$ cat config.mk
export PLATFORM = sky130hd
export DESIGN_NAME = sw_hw_mailbox_ctrl
export DESIGN_NICKNAME = d
export VERILOG_FILES = /design/src/rtl/sw_hw_mailbox_ctrl.sv
export SDC_FILE = /design/constraint.sdc
export NUM_CORES = 2
export LEC_CHECK = 0
export BUFFER_PORTS_ARGS = -buffer_cell sky130_fd_sc_hd__buf_2
export CAP_MARGIN = 30
export CORE_AREA = 2 2 468 470
export DETAILED_ROUTE_END_ITERATION = 7
export DIE_AREA = 0 0 470 472
export PLACE_DENSITY = 0.49
export SLEW_MARGIN = 40
export SYNTH_ARGS = -nofsm -noshare
export SYNTH_HDL_FRONTEND = slang
export SYNTH_SLANG_ARGS = --single-unit
$ cat constraint.sdc
create_clock -name clk_clk -period 4.85 [get_ports clk_clk]
set_input_delay 0.7275 -clock clk_clk [delete_from_list [all_inputs] [get_ports clk_clk]]
set_output_delay 0.7275 -clock clk_clk [all_outputs]
set_load 0.005 [all_outputs]
$ cat src/rtl/sw_hw_mailbox_ctrl.sv
// HW side of the SW/HW PIO mailbox: capture, vsync-aligned commit, status snapshot; MAILBOX_STATS_EN adds counters.
// Response 1 cycle after sampling edge; a write stalls (to_sw_sig=00) while a frame is pending and no frame_tick.
module sw_hw_mailbox_ctrl #(
   parameter int NUM_WORDS      = 16,
   parameter int WORD_W         = 32,
   parameter int TIMEOUT_CYCLES = 1000000,
   parameter int TO_W           = 20
) (
   input  logic                          clk_clk,
   input  logic                          reset_reset_n,
   input  logic [1:0]                    to_hw_sig,
   input  logic [NUM_WORDS*WORD_W-1:0]   to_hw_words,
   output logic [1:0]                    to_sw_sig,
   input  logic                          frame_tick,
   input  logic [WORD_W-1:0]             hw_status0,
   input  logic [WORD_W-1:0]             hw_status1,
   output logic [WORD_W-1:0]             to_sw_status0,
   output logic [WORD_W-1:0]             to_sw_status1,
   output logic [NUM_WORDS*WORD_W-1:0]   shadow_words,
   output logic                          shadow_valid,
   output logic                          pending_full,
   output logic [15:0]                   stat_frames,
   output logic [15:0]                   stat_errors
);

   // State encoding doubles as the registered response code.
   typedef enum logic [1:0] {
      ST_IDLE   = 2'b00,
      ST_ACK_WR = 2'b01,
      ST_STATUS = 2'b10,
      ST_ERROR  = 2'b11
   } state_t;

   localparam logic [TO_W-1:0] TO_LAST = TO_W'(TIMEOUT_CYCLES - 1);

   state_t                        r_state;
   state_t                        w_state_nxt;
   logic [TO_W-1:0]               r_to_cnt;
   logic [TO_W-1:0]               w_to_nxt;
   logic [NUM_WORDS*WORD_W-1:0]   r_pending;
   logic                          r_pending_full;
   logic [NUM_WORDS*WORD_W-1:0]   r_shadow;
   logic                          r_shadow_valid;
   logic [WORD_W-1:0]             r_status0;
   logic [WORD_W-1:0]             r_status1;
   logic                          w_commit;
   logic                          w_capture;
   logic                          w_snap;
   logic                          w_abort;

   always_ff @(posedge clk_clk or negedge reset_reset_n) begin
      if (!reset_reset_n) begin
         r_state  <= ST_IDLE;
         r_to_cnt <= '0;
      end else begin
         r_state  <= w_state_nxt;
         r_to_cnt <= w_to_nxt;
      end
   end

   always_comb begin
      w_state_nxt = r_state;
      w_to_nxt    = r_to_cnt;
      w_capture   = 1'b0;
      w_snap      = 1'b0;
      w_abort     = 1'b0;
      w_commit    = frame_tick & r_pending_full;
      case (r_state)
         ST_IDLE: begin
            w_to_nxt = '0;
            // A same-edge frame_tick drains the pending slot, so capture may proceed.
            if (to_hw_sig == 2'b01 && (!r_pending_full || frame_tick)) begin
               w_capture   = 1'b1;
               w_state_nxt = ST_ACK_WR;
            end else if (to_hw_sig == 2'b10) begin
               w_snap      = 1'b1;
               w_state_nxt = ST_STATUS;
            end else if (to_hw_sig == 2'b11) begin
               w_abort     = 1'b1;
            end
         end
         ST_ACK_WR, ST_STATUS: begin
            if (to_hw_sig == 2'b00) begin
               w_state_nxt = ST_IDLE;
               w_to_nxt    = '0;
            end else if (r_to_cnt == TO_LAST) begin
               w_state_nxt = ST_ERROR;
               w_to_nxt    = '0;
            end else begin
               w_to_nxt    = r_to_cnt + 1'b1;
            end
         end
         ST_ERROR: begin
            w_to_nxt = '0;
            if (to_hw_sig == 2'b00) w_state_nxt = ST_IDLE;
         end
         default: w_state_nxt = ST_IDLE;
      endcase
   end

   always_ff @(posedge clk_clk or negedge reset_reset_n) begin
      if (!reset_reset_n) begin
         r_pending      <= '0;
         r_pending_full <= 1'b0;
         r_shadow       <= '0;
         r_shadow_valid <= 1'b0;
         r_status0      <= '0;
         r_status1      <= '0;
      end else begin
         r_shadow_valid <= w_commit;
         if (w_commit) r_shadow <= r_pending;
         if (w_capture) begin
            r_pending      <= to_hw_words;
            r_pending_full <= 1'b1;
         end else if (w_commit || w_abort) begin
            r_pending_full <= 1'b0;
         end
         if (w_snap) begin
            r_status0 <= hw_status0;
            r_status1 <= hw_status1;
         end
      end
   end

`ifdef MAILBOX_STATS_EN
   logic [15:0] r_stat_frames;
   logic [15:0] r_stat_errors;
   logic        w_err_entry;

   assign w_err_entry = (r_state != ST_ERROR) && (w_state_nxt == ST_ERROR);

   always_ff @(posedge clk_clk or negedge reset_reset_n) begin
      if (!reset_reset_n) begin
         r_stat_frames <= '0;
         r_stat_errors <= '0;
      end else begin
         if (w_commit && r_stat_frames != 16'hFFFF) r_stat_frames <= r_stat_frames + 1'b1;
         if (w_err_entry && r_stat_errors != 16'hFFFF) r_stat_errors <= r_stat_errors + 1'b1;
      end
   end

   assign stat_frames = r_stat_frames;
   assign stat_errors = r_stat_errors;
`else
   assign stat_frames = '0;
   assign stat_errors = '0;
`endif

   assign to_sw_sig     = r_state;
   assign to_sw_status0 = r_status0;
   assign to_sw_status1 = r_status1;
   assign shadow_words  = r_shadow;
   assign shadow_valid  = r_shadow_valid;
   assign pending_full  = r_pending_full;

endmodule

=== Word-level counts from Yosys, hierarchy flattened ===
Cells that the tools add are included.

* Word-level logic and storage cells: 50
* Bits in registers: 1112
* Input port bits: 581
* Output and inout bits: 612

* Equality and inequality tests: 10
* Multiplexer cells: 20
* Add/subtract/negate cells: 1
* Bitwise gates (word level): 1
* Reductions and logical operators: 10

{| class="wikitable"
|+ Operators by type and width
! kind !! number
|-
| $mux 20 || 2
|-
| $pmux 20 s2 || 1
|-
| $add 20x1->20 const B || 1
|-
| $eq 20x20->1 const B || 1
|-
| $mux 1 || 11
|-
| $mux 2 || 5
|-
| $eq 2x2->1 const B || 4
|-
| $ne 3x3->1 const B || 2
|-
| $pmux 2 s3 || 1
|-
| $eq 2x1->1 const B || 2
|-
| $logic_not 2->1 || 2
|-
| $reduce_or 2->1 || 2
|-
| $reduce_and 3->1 || 1
|-
| $logic_or 1x1->1 || 2
|-
| $ne 2x2->1 const B || 1
|-
| $reduce_bool 2->1 || 1
|-
| $and 1x1->1 || 1
|-
| $logic_and 1x1->1 || 1
|-
| $logic_not 1->1 || 1
|}

=== Longest topological paths before layout ===
* Depth after elaboration: 8
* Gate-level depth with buffers: 10
* Mapped depth without buffers: 7

=== Worst setup path after synthesis ===
Ideal clock, no wire load.

* Path type: input -> register
* Start point: input frame_tick
* End point: register r_pending[433]
* Data required time: 4.725 ns
* Library setup time: 0.125 ns
* Stages: 6
* Data arrival time: 1.835 ns
* Buffers on the path: 3
* Setup slack: 2.890 ns
* Cells stage by stage: nor2b_1 nor3_1 buf_2 buf_2 buf_2 mux2_2

* Word-level cells in the longest chain between the ends: 4

{| class="wikitable"
|+ Ends and longest elaborated chain
! item !! RTL line !! text
|-
| start: declaration || 14 || <nowiki>input logic frame_tick,</nowiki>
|-
| $logic_or 1x1->1 || 72 || <nowiki>if (to_hw_sig == 2'b01 && (!r_pending_full || frame_tick)) begin</nowiki>
|-
| $logic_and 1x1->1 || 72 ||
|-
| $mux 1 || 72 ||
|-
| $mux 1 || 68 || <nowiki>case (r_state)</nowiki>
|-
| end signal: assignment || 113 || <nowiki>r_pending <= to_hw_words;</nowiki>
|-
| end: declaration || 40 || <nowiki>logic [NUM_WORDS*WORD_W-1:0] r_pending;</nowiki>
|}

Every way passes these cells.
A chain may end at the register's enable or synchronous reset.

=== Final worst setup path ===
* Start point: register r_state[1] (netlist: to_sw_sig[1])
* End point: register r_pending[288]

* Word-level cells in the longest chain between the ends: 2

{| class="wikitable"
|+ Ends and longest elaborated chain
! item !! RTL line !! text
|-
| start: declaration || 36 || <nowiki>state_t r_state;</nowiki>
|-
| start signal: assignment || 56 || <nowiki>r_state <= w_state_nxt;</nowiki>
|-
| $logic_not 2->1 || 68 ||
|-
| $mux 1 || 68 ||
|}

Every way passes these cells.

==> flow_metrics.tcl <==
set metrics [dict create \
    num_rows 171 \
    status "finished, final reports clean" \
    cellLeakagePower_nw 28.0 \
    grt_pass1_vias 31287 \
    final_area_um2 55600 \
    rsz0062_at_grt "no" \
    area_delta_synth_final_pct 33.4 \
    cts_sinks 1112 \
    tns_ps 0 \
    synth-seq-area-share_pct 66.8 \
    cts_root_buf "clkbuf_16" \
    setup_viol 0 \
    dpl_cell_area_um2 51000 \
    grtUsageTotal_pct 13.7 \
    dp_hpwl_um 115000 \
    cp.arrival_ps 3620 \
    finClkSkew_ps 41.6 \
    cts-buffers-inserted 135 \
    path_cells "inv_1 > ha_1 > nand2_1 > nor3_2 > buf_12 > buf_12 > mux2_2" \
    crit_type "flop to flop" \
    ir_worst_vdd_mv 0.368 \
    drc 0 \
    ys_ff_latch 1112 \
    num_vias 29932 \
    die_y_um 472 \
    synth.area.top_cells "dfrtp_1 67%, mux2_2 16%, nand2_1 14%" \
    cpMaxStageDelayCell "mux2_2" \
    synth_warnings 0 \
    fin_nets 5308 \
    cp_top_family "buffers and inverters" \
    core_area_um2 217000 \
    slew_viol_final 0 \
    p_per_area_nw_per_um2 678 \
    overflow 0 \
    initial_core_util_pct 19.2 \
    syn_avg_cell_area_um2 11.8 \
    worstMarginPinSlew_ps 949 \
    first_pass_iters 5 \
    synth_top_cell_by_area "dfrtp_1" \
    path_clk_slew_ps 60 \
    dieArea_um2 222000 \
    cts_tree "done" \
    wl_um 155000 \
    syn_inst 3533 \
    grt_start_max_net_pins 147 \
    drive_gt1_share_pct 41.9 \
    worst_setup_path_start_kind "flop" \
    crit_top_cell "buf_12" \
    first_iter_violations 1546 \
    chipWidth_um 470 \
    port_buffers 1160 \
    cap_violations 0 \
    routed_via_density 3.89 \
    finalCritPeriodShare_pct 61.6 \
    clockBufferDepth 3 \
    clock.fmax_mhz 335 \
    clock_latency_ps 760 \
    ant_nets 0 \
    relSlewSlack_pct 36.8 \
    worstSetupEndpointType "flop" \
    antenna_found_initial 76 \
    post-route-min-period_ps 2990 \
    grt_pass1_wl_um 224000 \
    ys_types 36 \
    path_buf_inv 3 \
    synth_top_area_share_pct 66.8 \
    crit_path_max_incr_delay_ps 420 \
    synth_area_um2 41700 \
    gp_congestion 0.900 \
    htreeDepth 4 \
    wire_per_inst_um 20.1 \
    crit_fanout 102 \
    worstPathRequired_ps 5480 \
    hold_viol 0 \
    hold_path.class "input port to flop" \
    cts_resized 0 \
    io_pins 1193 \
]
==> Yosys cell counts (all sizes together) <==
| cell type | count |
|---|---|
| dfrtp | 1112 |
| a31o | 1 |
| nand2 | 1546 |
| conb | 1 |
| buf | 104 |
| a21oi | 1 |
| o22a | 1 |
| o21ai | 4 |
| xnor2 | 7 |
| nand2b | 2 |
| o22ai | 1 |
| inv | 6 |
| nor3 | 2 |
| or4b | 1 |
| nand4 | 1 |
| and2 | 1 |
| o211ai | 1 |
| or4 | 1 |
| mux2 | 576 |
| nor2b | 2 |
| xor2 | 11 |
| nor4 | 4 |
| nor2 | 24 |
| ha | 3 |
| nand3 | 11 |
| nand3b | 1 |
| clkbuf | 105 |
| and3 | 3 |
==> layout by cell type, fill, tap and decap left out, drive strengths merged, types with 3 or more instances in the layout <==
cell	count
dfrtp	1112
o21ai	4
diode	23
nand3	11
conb	32
clkbuf	195
clkinvlp	4
clkinv	18
and3	3
inv	14
buf	1231
xor2	11
mux2	576
bufinv	9
nor4	4
ha	3
nand2	1546
xnor2	7
nor2	24
==> area by class of cell <==
type                    instances  area, µm²
clock inverters                39        611
repair buffers               1232       6600
well taps                    2854       3570
diodes                         23       57.6
fillers                     23119     161000
clock buffers                 195       3930
inverters                       6       30.0
multi-input cells            2237      13000
flip-flops and latches       1112      27800
==> kinds of logic after synthesis <==
group / after synthesis / share of synthesized area [%]
and+or+nand+nor: 1599 / 14.6
DFF: 1112 / 66.8
adders and majority gates: 3 / 0.0901
other: 1 / 0.00900
AOI/OAI and AO/OA: 9 / 0.144
buffers and inverters: 215 / 2.44
xor gates and xnor gates: 18 / 0.378
muxes: 576 / 15.6
==> metrics by stage <==
step           cells  worst slack, ps  hold WS, ps  util [%]  total power [mW]
2_1_floorplan   3564             2890          432         -              21.4
3_3_place_gp    7439             1940          439      23.5              27.5
3_5_place_dp    7439             1870          446      23.5              27.8
4_1_cts         7674             1860         93.1      25.6              38.5
5_1_grt         7681             1730          121      25.7              40.2
6_report        7698             1860          189      25.7              37.7
==> report_power, final <==
group	switching, mW	total [mW]	internal [mW]
combinational	5.61	10.6	5.04
clock	4.22	10.4	6.14
sequential	2.73	16.7	14.0
total	12.6	37.7	25.2
==> registers in the layout, indices dropped and copies added, names as in the netlist <==
name / flops
to_sw_status1: 32
shadow_valid: 1
pending_full: 1
r_to_cnt: 20
to_sw_sig: 2
shadow_words: 512
to_sw_status0: 32
r_pending: 512
==> per-layer routing <==
layer / GRT usage [%] / vias to the layer above / wire [µm] / share of wire (%)
met1: 15.8 / 14853 / 60900 / 39
li1: - / 13689 / - / -
met3: 5.90 / 290 / 14900 / 9.7
met4: 5.07 / 80 / 5410 / 3.5
met2: 22.4 / 1020 / 72800 / 47
met5: 0 / - / 523 / 0.34
==> worst paths after layout <==
kind / start / to / slack (ps) / cells past startpoint
hold / removal: to_hw_words[353] / r_pending[353] / 190 / 2
setup reg to reg: to_sw_sig[1] / r_pending[288] / 1860 / 7
setup / recovery: to_sw_sig[1] / r_pending[288] / 1860 / 7
min in group asynchronous: reset_reset_n / r_pending[297] / 610 / 2
max in group asynchronous: reset_reset_n / shadow_words[47] / 3000 / 4
hold reg to reg: r_pending[272] / shadow_words[272] / 420 / 2
==> repair_timing <==
| action | CTS | global route |
|---|---|---|
| hold endpoints to repair | 15 | 0 |
| hold buffers | 1 | 0 |
| buffers inserted | 0 | 0 |
No activity file was read; power rests on OpenSTA's default activity.
